`config.mk`:
```
export PLATFORM = sky130hd
export DESIGN_NAME = mips_alu_md_flat
export DESIGN_NICKNAME = d
export VERILOG_FILES = /design/src/rtl/mips_alu_pkg.sv /design/src/rtl/mips_alu_md_if.sv /design/src/rtl/mips_md_iter.sv /design/src/rtl/mips_alu_md.sv /design/src/flat_wrapper.sv
export SDC_FILE = /design/constraint.sdc
export NUM_CORES = 1
export LEC_CHECK = 0
export ABC_CLOCK_PERIOD_IN_PS = 3700
export BUFFER_PORTS_ARGS = -buffer_cell sky130_fd_sc_hd__buf_2
export CAP_MARGIN = 40
export CORE_ASPECT_RATIO = 1.75
export CORE_MARGIN = 5
export CORE_UTILIZATION = 57
export CTS_CLUSTER_SIZE = 16
export DETAILED_ROUTE_END_ITERATION = 8
export GPL_TIMING_DRIVEN = 0
export PLACE_DENSITY_LB_ADDON = 0.12
export SYNTH_ARGS = -nofsm -noshare
export SYNTH_HDL_FRONTEND = slang
export SYNTH_SLANG_ARGS = --single-unit
```
`constraint.sdc`:
```
create_clock -name clk -period 3.7 [get_ports clk]
set_input_delay 0 -clock clk [delete_from_list [all_inputs] [get_ports clk]]
set_output_delay 0 -clock clk [all_outputs]
set_load 0.01 [all_outputs]
```
`src/rtl/mips_alu_pkg.sv`:
```
// rtl/mips_alu_pkg.sv - opcodes and FSM state encoding for the MIPS execute unit
package mips_alu_pkg;

    localparam logic [3:0] OP_AND   = 4'b0000;
    localparam logic [3:0] OP_OR    = 4'b0001;
    localparam logic [3:0] OP_ADD   = 4'b0010;
    localparam logic [3:0] OP_DIV   = 4'b0011;
    localparam logic [3:0] OP_SLL   = 4'b0100;
    localparam logic [3:0] OP_SRL   = 4'b0101;
    localparam logic [3:0] OP_SUB   = 4'b0110;
    localparam logic [3:0] OP_SLT   = 4'b0111;
    localparam logic [3:0] OP_SRA   = 4'b1000;
    localparam logic [3:0] OP_SLTU  = 4'b1001;
    localparam logic [3:0] OP_MFHI  = 4'b1010;
    localparam logic [3:0] OP_MFLO  = 4'b1011;
    localparam logic [3:0] OP_NOR   = 4'b1100;
    localparam logic [3:0] OP_MULT  = 4'b1101;
    localparam logic [3:0] OP_MULTU = 4'b1110;
    localparam logic [3:0] OP_DIVU  = 4'b1111;

    typedef enum logic [2:0] {IDLE, MUL, DIV, FIX, DONE} state_t;

endpackage

```
`src/rtl/mips_alu_md_if.sv`:
```
// rtl/mips_alu_md_if.sv - operation/result handshake bundle of the execute unit
interface mips_alu_md_if #(parameter int WIDTH = 32);
    localparam int SHW = $clog2(WIDTH);

    logic             in_valid;
    logic             in_ready;
    logic [3:0]       alu_operation;
    logic [WIDTH-1:0] in1;
    logic [WIDTH-1:0] in2;
    logic [SHW-1:0]   shmt;
    logic             out_valid;
    logic [WIDTH-1:0] out;
    logic             ZERO;
    logic [WIDTH-1:0] hi;
    logic [WIDTH-1:0] lo;

    modport master (output in_valid, alu_operation, in1, in2, shmt,
                    input  in_ready, out_valid, out, ZERO, hi, lo);
    modport slave  (input  in_valid, alu_operation, in1, in2, shmt,
                    output in_ready, out_valid, out, ZERO, hi, lo);
endinterface

```
`src/rtl/mips_md_iter.sv`:
```
// rtl/mips_md_iter.sv - iterative shift-add multiplier / restoring divider with sign fixup
module mips_md_iter #(
    parameter int WIDTH = 32,
    parameter int SHW   = $clog2(WIDTH)
) (
    input  logic             clk,
    input  logic             reset,
    input  logic             start,
    input  logic             op_div,
    input  logic             op_signed,
    input  logic [WIDTH-1:0] a,
    input  logic [WIDTH-1:0] b,
    input  logic             run,
    input  logic             fix,
    output logic             last,
    output logic [WIDTH-1:0] res_hi,
    output logic [WIDTH-1:0] res_lo
);
    logic [WIDTH-1:0] acc, q, m;
    logic [SHW-1:0]   cnt;
    logic             is_div, neg_lo, neg_hi;
    logic [WIDTH-1:0] a_mag, b_mag, sub;
    logic [WIDTH:0]   add, shifted;
    logic             ge;

    always_comb begin
        a_mag   = (op_signed && a[WIDTH-1]) ? -a : a;
        b_mag   = (op_signed && b[WIDTH-1]) ? -b : b;
        add     = q[0] ? ({1'b0, acc} + {1'b0, m}) : {1'b0, acc};
        shifted = {acc, q[WIDTH-1]};
        ge      = shifted >= {1'b0, m};
        // partial remainder is always below the divisor, so W bits suffice
        sub     = shifted[WIDTH-1:0] - m;
    end

    always_ff @(posedge clk) begin
        if (reset) begin
            acc    <= '0;
            q      <= '0;
            m      <= '0;
            cnt    <= '0;
            is_div <= 1'b0;
            neg_lo <= 1'b0;
            neg_hi <= 1'b0;
        end else if (start) begin
            acc    <= '0;
            q      <= a_mag;
            m      <= b_mag;
            cnt    <= SHW'(WIDTH - 1);
            is_div <= op_div;
            // a zero divisor leaves the all-ones quotient unsigned and hi equal to in1
            neg_lo <= op_signed && (a[WIDTH-1] ^ b[WIDTH-1]) && (!op_div || (b != '0));
            neg_hi <= op_signed && a[WIDTH-1] && op_div;
        end else if (run) begin
            cnt <= cnt - 1'b1;
            if (is_div) begin
                acc <= ge ? sub : shifted[WIDTH-1:0];
                q   <= {q[WIDTH-2:0], ge};
            end else begin
                acc <= add[WIDTH:1];
                q   <= {add[0], q[WIDTH-1:1]};
            end
        end else if (fix) begin
            if (is_div) begin
                if (neg_lo) q   <= -q;
                if (neg_hi) acc <= -acc;
            end else if (neg_lo) begin
                {acc, q} <= -{acc, q};
            end
        end
    end

    assign last   = (cnt == '0);
    assign res_hi = acc;
    assign res_lo = q;
endmodule

```
`src/rtl/mips_alu_md.sv`:
```
// rtl/mips_alu_md.sv - MIPS execute unit: single-cycle ALU plus iterative mult/div with HI/LO
module mips_alu_md
    import mips_alu_pkg::*;
#(
    parameter int WIDTH = 32,
    parameter int SHW   = $clog2(WIDTH)
) (
    input  logic          clk,
    input  logic          reset,
    mips_alu_md_if.slave  bus
);
    state_t           state, state_nx;
    logic             accept, is_md, md_div, md_signed, last;
    logic [3:0]       op;
    logic [WIDTH-1:0] in1, in2, alu_res, res_hi, res_lo;
    logic [WIDTH-1:0] out_q, hi_q, lo_q;
    logic             out_valid_q, zero_q;

    assign op        = bus.alu_operation;
    assign in1       = bus.in1;
    assign in2       = bus.in2;
    assign accept    = bus.in_valid && bus.in_ready;
    assign is_md     = (op == OP_DIV) || (op == OP_DIVU) || (op == OP_MULT) || (op == OP_MULTU);
    assign md_div    = (op == OP_DIV) || (op == OP_DIVU);
    assign md_signed = (op == OP_DIV) || (op == OP_MULT);

    always_comb begin
        alu_res = '0;
        case (op)
            OP_AND:  alu_res = in1 & in2;
            OP_OR:   alu_res = in1 | in2;
            OP_ADD:  alu_res = in1 + in2;
            OP_SUB:  alu_res = in1 - in2;
            OP_SLL:  alu_res = in2 << bus.shmt;
            OP_SRL:  alu_res = in2 >> bus.shmt;
            OP_SRA:  alu_res = $signed(in2) >>> bus.shmt;
            OP_SLT:  alu_res = {{(WIDTH-1){1'b0}}, $signed(in1) < $signed(in2)};
            OP_SLTU: alu_res = {{(WIDTH-1){1'b0}}, in1 < in2};
            OP_MFHI: alu_res = hi_q;
            OP_MFLO: alu_res = lo_q;
            OP_NOR:  alu_res = ~(in1 | in2);
            default: alu_res = '0;
        endcase
    end

    always_comb begin
        state_nx = state;
        case (state)
            IDLE:    if (accept && is_md) state_nx = md_div ? DIV : MUL;
            MUL,
            DIV:     if (last) state_nx = FIX;
            FIX:     state_nx = DONE;
            DONE:    state_nx = IDLE;
            default: state_nx = IDLE;
        endcase
    end

    always_ff @(posedge clk) begin
        if (reset) begin
            state       <= IDLE;
            out_valid_q <= 1'b0;
            out_q       <= '0;
            zero_q      <= 1'b0;
            hi_q        <= '0;
            lo_q        <= '0;
        end else begin
            state       <= state_nx;
            out_valid_q <= 1'b0;
            if (accept && !is_md) begin
                out_q       <= alu_res;
                zero_q      <= (alu_res == '0);
                out_valid_q <= 1'b1;
            end
            if (state == DONE) begin
                hi_q        <= res_hi;
                lo_q        <= res_lo;
                out_q       <= res_lo;
                zero_q      <= (res_lo == '0);
                out_valid_q <= 1'b1;
            end
        end
    end

    mips_md_iter #(.WIDTH(WIDTH), .SHW(SHW)) u_iter (
        .clk       (clk),
        .reset     (reset),
        .start     (accept && is_md),
        .op_div    (md_div),
        .op_signed (md_signed),
        .a         (in1),
        .b         (in2),
        .run       ((state == MUL) || (state == DIV)),
        .fix       (state == FIX),
        .last      (last),
        .res_hi    (res_hi),
        .res_lo    (res_lo)
    );

    assign bus.in_ready  = (state == IDLE);
    assign bus.out_valid = out_valid_q;
    assign bus.out       = out_q;
    assign bus.ZERO      = zero_q;
    assign bus.hi        = hi_q;
    assign bus.lo        = lo_q;
endmodule

```
`src/flat_wrapper.sv`:
```
// flat-port wrapper written by rule: the top's interface ports become plain ports
module mips_alu_md_flat import mips_alu_pkg::*;
#(
    parameter int WIDTH = 32,
    parameter int SHW   = $clog2(WIDTH)
)
  (clk, reset, bus_in_valid, bus_alu_operation, bus_in1, bus_in2, bus_shmt, bus_in_ready, bus_out_valid, bus_out, bus_ZERO, bus_hi, bus_lo);
  mips_alu_md_if #(.WIDTH(WIDTH)) bus_i ();
  input  logic clk;
  input  logic reset;
  input wire logic [$bits(bus_i.in_valid)-1:0] bus_in_valid;
  input wire logic [$bits(bus_i.alu_operation)-1:0] bus_alu_operation;
  input wire logic [$bits(bus_i.in1)-1:0] bus_in1;
  input wire logic [$bits(bus_i.in2)-1:0] bus_in2;
  input wire logic [$bits(bus_i.shmt)-1:0] bus_shmt;
  output wire logic [$bits(bus_i.in_ready)-1:0] bus_in_ready;
  output wire logic [$bits(bus_i.out_valid)-1:0] bus_out_valid;
  output wire logic [$bits(bus_i.out)-1:0] bus_out;
  output wire logic [$bits(bus_i.ZERO)-1:0] bus_ZERO;
  output wire logic [$bits(bus_i.hi)-1:0] bus_hi;
  output wire logic [$bits(bus_i.lo)-1:0] bus_lo;
  assign bus_i.in_valid = bus_in_valid;
  assign bus_i.alu_operation = bus_alu_operation;
  assign bus_i.in1 = bus_in1;
  assign bus_i.in2 = bus_in2;
  assign bus_i.shmt = bus_shmt;
  assign bus_in_ready = bus_i.in_ready;
  assign bus_out_valid = bus_i.out_valid;
  assign bus_out = bus_i.out;
  assign bus_ZERO = bus_i.ZERO;
  assign bus_hi = bus_i.hi;
  assign bus_lo = bus_i.lo;
  mips_alu_md #(.WIDTH(WIDTH), .SHW(SHW)) u_core (.clk(clk), .reset(reset), .bus(bus_i));
endmodule
```
==> results of run 1 <==
routing by layer:
| layer | GRT usage | overflow |
|---|---|---|
| met5 | 0.224 | 1 |
| met4 | 0.802 | 306 |
| met3 | 0.573 | 6 |
| met2 | 0.960 | 421 |
| met1 | 0.728 | 4 |
logic make-up after synthesis:
logic type	count (synthesis)	synth area share
simple gates	1211	0.227
compound gates	1117	0.296
buf+inv	450	0.0728
flops	205	0.162
mux	195	0.113
fa+ha+maj	173	0.0864
xor+xnor	127	0.0438
stage by stage:
step           instances   util  hold slack [ps]  setup WS [ps]  area [sq um]
4_1_cts             4272  0.640             21.7          -8.96         28300
3_5_place_dp        4241  0.615              347          -1650         27100
2_1_floorplan       3478      -             84.2           25.0         25400
3_3_place_gp        4219  0.611              347          -1870         27000
what timing repair did:
item / in CTS
resized for setup: 147
endpoints found under the hold margin: 3
endpoints found under the setup margin: 58
setup buffers: 16
pin swaps: 20
hold buffers: 3
==> impl_metrics.tcl, run 1 <==
set metrics [dict create \
    ys_seq_area_frac 0.162 \
    cts_buffer_depth 3 \
    cts_root_buffer "clkbuf_16" \
    grt_pass1_wl_mm 290 \
    synth_ff_type "dfxtp_1" \
    grt_max_degree 17 \
    netlist_instances 3478 \
    rows 102 \
    error_line "[ERROR GRT-0116] Global routing finished with congestion. Check the congestion regions in the DRC Viewer." \
    die_x_um 170 \
    haltStage "global routing (5_1_grt)" \
    overflow 738 \
    yosysMostFrequentCell "nand2_1" \
    synth_area_leaders "dfxtp_1, ha_1, nand2_1" \
    synth_cell_types 109 \
    status "did not finish" \
    dpl.hpwl_mm 123 \
    ys_seq_elements 205 \
    die_h_um 289 \
    synth_edf_count 0 \
    syn_area_sq_um 25400 \
    htree_levels 1 \
    yosys.area.top_type "dfxtp_1" \
    grt_usage 0.758 \
    pin_count 175 \
    synth.avg_cell_area_sq_um 7.30 \
    netlist_top_cells_count "nand2_1, a21oi_1, nor2_1" \
    cts_made_buffers 17 \
    start_util 0.575 \
    postSynth.asyncResetShare 0 \
    portBuffers 169 \
    clock-sinks 205 \
    yosys_warnings 0 \
    gp_congestion 1.42 \
    synth_nets 3727 \
    grt_pass1_vias 37758 \
    synth_top_area_frac 0.162 \
]
==> run 2: changes to the inputs <==
Settings changed: ABC_CLOCK_PERIOD_IN_PS 3700 to 4800, CORE_ASPECT_RATIO 1.75 to default, CORE_UTILIZATION 57 to 40, CTS_CLUSTER_SIZE 16 to default, PLACE_DENSITY_LB_ADDON 0.12 to 0.15.
Clock period 3.7 ns to 4.8 ns, I/O delays scaled along.
==> impl_metrics.tcl, run 2 <==
set metrics [dict create \
    wl_mm 154 \
    rr_startpoint "u_core.u_iter.res_lo[0]" \
    timing.rr.end "u_core.u_iter.res_hi[22]" \
    overflow 0 \
    final.setup.tns_ps 0 \
    synth_cell_types 109 \
    hold_path.class "in -> reg" \
    cpPeakStageDelay_ps 610 \
    critPathCapture "u_core.bus.out[30]" \
    start_util 0.403 \
    grt_usage 0.427 \
    p_leak_nw 10.9 \
    cts_root_buffer "clkbuf_16" \
    syn_to_final_growth_pct 11.7 \
    final-max-slew-violation-count 0 \
    post-route-period-util 0.999 \
    rows 92 \
    max_slew_margin 0.303 \
    vdd_drop_max_mv 0.310 \
    die_h_um 262 \
    finalHoldViolCount 0 \
    period_needed_ps 4800 \
    viasPerCell 6.82 \
    critPathMaxFanout 10 \
    status "completed" \
    htree_levels 1 \
    netlist_top_cells_count "nand2_1, a21oi_1, nor2_1" \
    rsz0062_at_grt "true" \
    postSynth.asyncResetShare 0 \
    pin_count 175 \
    grt_pass1_vias 28139 \
    clock-sinks 205 \
    utilization 0.450 \
    fmax_ghz 0.208 \
    worstMarginPinSlew_ps 1030 \
    ys_seq_elements 205 \
    critPathTopFamily "compound AO/OA/AOI/OAI gates" \
    worst-setup-path-type "in -> reg" \
    yosys_warnings 0 \
    synth_top_area_frac 0.162 \
    routedWlPerCell_um 33.8 \
    coreArea_sq_um 63000 \
    antenna_found_initial 9 \
    portBuffers 169 \
    grt_max_degree 16 \
    fin_ws_ps 2.68 \
    ant_nets 0 \
    dpl.hpwl_mm 125 \
    finClkSkew_ps 26.4 \
    syn_area_sq_um 25400 \
    vias 31139 \
    drive_gt1_frac 0.122 \
    pre_cts_slack_ps -578 \
    rrSetupSlack_ps 100 \
    synth_nets 3727 \
    dieArea_sq_um 68600 \
    cp.buffers_inverters 3 \
    die_x_um 262 \
    synth_edf_count 0 \
    netlist_instances 3478 \
    ys_seq_area_frac 0.162 \
    arrival_ps 5200 \
    finalSetupViolCount 0 \
    r2r_cells 13 \
    path_clk_slew_ps 60 \
    clock_latency_ps 550 \
    cts_tree "done" \
    grt_pass1_wl_mm 213 \
    end_kind "flip-flop" \
    path_depth 15 \
    yosys.area.top_type "dfxtp_1" \
    cts_buffer_depth 3 \
    powerDensity_nw_per_um2 494 \
    gp_congestion 1.11 \
    synth_area_leaders "dfxtp_1, ha_1, nand2_1" \
    final_nets 3950 \
    critical_path.slowest_cell "or4_1" \
    maxCapViolations 0 \
    drc 0 \
    start_kind "primary input" \
    layout_common_cells "nand2_1, a21oi_1, nor2_1" \
    final_common_cell "nand2_1" \
    drt-initial-drc-count 4759 \
    crit_chain "buf_2, clkbuf_1, inv_1, ha_1, or4_1, a21o_1, a31oi_1, o311ai_4, a211oi_4, nor2_2, a41o_1, a221o_2, a21boi_0, nand2b_1, a31oi_1" \
    cts_made_buffers 22 \
    yosysMostFrequentCell "nand2_1" \
    synth_ff_type "dfxtp_1" \
    first_pass_iters 8 \
    crit_top_cell "a31oi_1" \
    crit_path_start "bus_in2[11]" \
    synth.avg_cell_area_sq_um 7.30 \
    critPathRequiredTime_ps 5200 \
]
==> run 2: cell counts after synthesis <==
No cell type changed its count.
==> run 2: kinds of logic (layout without fill, tap and decap cells) <==
| group | after synthesis | in the layout | synth area share |
|---|---|---|---|
| buffers and inverters | 450 | 687 | 0.0728 |
| XOR/XNOR | 127 | 127 | 0.0438 |
| multiplexers | 195 | 195 | 0.113 |
| flip-flops | 205 | 205 | 0.162 |
| AND/OR/NAND/NOR | 1211 | 1211 | 0.227 |
| AO/OA/AOI/OAI | 1117 | 1117 | 0.296 |
| adder cells (fa/ha/maj) | 173 | 173 | 0.0864 |
| other | 0 | 3 | 0 |
==> run 2: timing repair <==
| action | 4_1_cts | 5_1_grt |
|---|---|---|
| pin swaps | 0 | 0 |
| hold buffers | 3 | 0 |
| endpoints found under the hold margin | 3 | 0 |
| setup endpoints to repair | 8 | 12 |
| setup buffers | 0 | 5 |
| gates resized for setup | 2 | 7 |
==> run 2: worst register-to-register path, stage by stage, from the launching register on <==
cell and delay, ps:
dfxtp_1 310, clkbuf_2 290, clkinvlp_4 370, ha_1 330, or4b_1 540, nor4_2 360
a41o_1 400, nand3_2 230, or4_4 600, o311ai_1 240, o41ai_1 120, a211oi_1 420
o311ai_0 230, a31oi_1 180
==> run 2: worst min-delay path by stage <==
| stage | start | to | slack [ps] | cells past startpoint |
|---|---|---|---|---|
| floorplan | reset | u_core.bus.out_valid | 80 | 1 |
| global placement | reset | u_core.bus.out_valid | 370 | 2 |
| detailed placement | reset | u_core.bus.out_valid | 370 | 2 |
| CTS | bus_in_valid | u_core.u_iter.neg_hi | 10 | 5 |
| global route | bus_in_valid | u_core.u_iter.neg_hi | 80 | 5 |
| finish | bus_in_valid | u_core.u_iter.neg_hi | 50 | 5 |
==> run 2: cell type report <==
| type | instances | area [sq um] |
|---|---|---|
| Fill cell | 6754 | 34600 |
| Multi-Input combinational cell | 2823 | 19500 |
| Sequential cell | 205 | 4100 |
| Buffer | 284 | 1230 |
| Timing Repair Buffer | 203 | 1120 |
| Tap cell | 846 | 1060 |
| Clock buffer | 29 | 617 |
| Inverter | 162 | 616 |
| Clock inverter | 9 | 121 |
| Antenna cell | 3 | 7.51 |
==> run 2: metrics by stage <==
step | total power [mW] | hold WS, ps | instances | area, sq um
final | 14.0 | 48.5 | 4564 | 28400
after CTS | 13.6 | 13.6 | 4557 | 28300
after global routing | 14.7 | 80.5 | 4561 | 28400
after floorplan | 8.73 | 84.2 | 3478 | 25400
after detailed placement | 11.8 | 375 | 4518 | 27500
after global placement | 11.8 | 368 | 4493 | 27300
==> run 2: report_power, final <==
group | switching (mW) | internal (mW) | leakage [nW]
sequential | 0.587 | 2.06 | 1.67
combinational | 6.29 | 3.27 | 8.82
clock | 0.795 | 1.02 | 0.363
==> run 2: metal layers <==
metal,track usage,part of all wire
met1,0.583,0.39
met2,0.630,0.41
met3,0.0903,0.12
met4,0.235,0.074
met5,0,0.00052
Power figures use the tool's default switching activity.
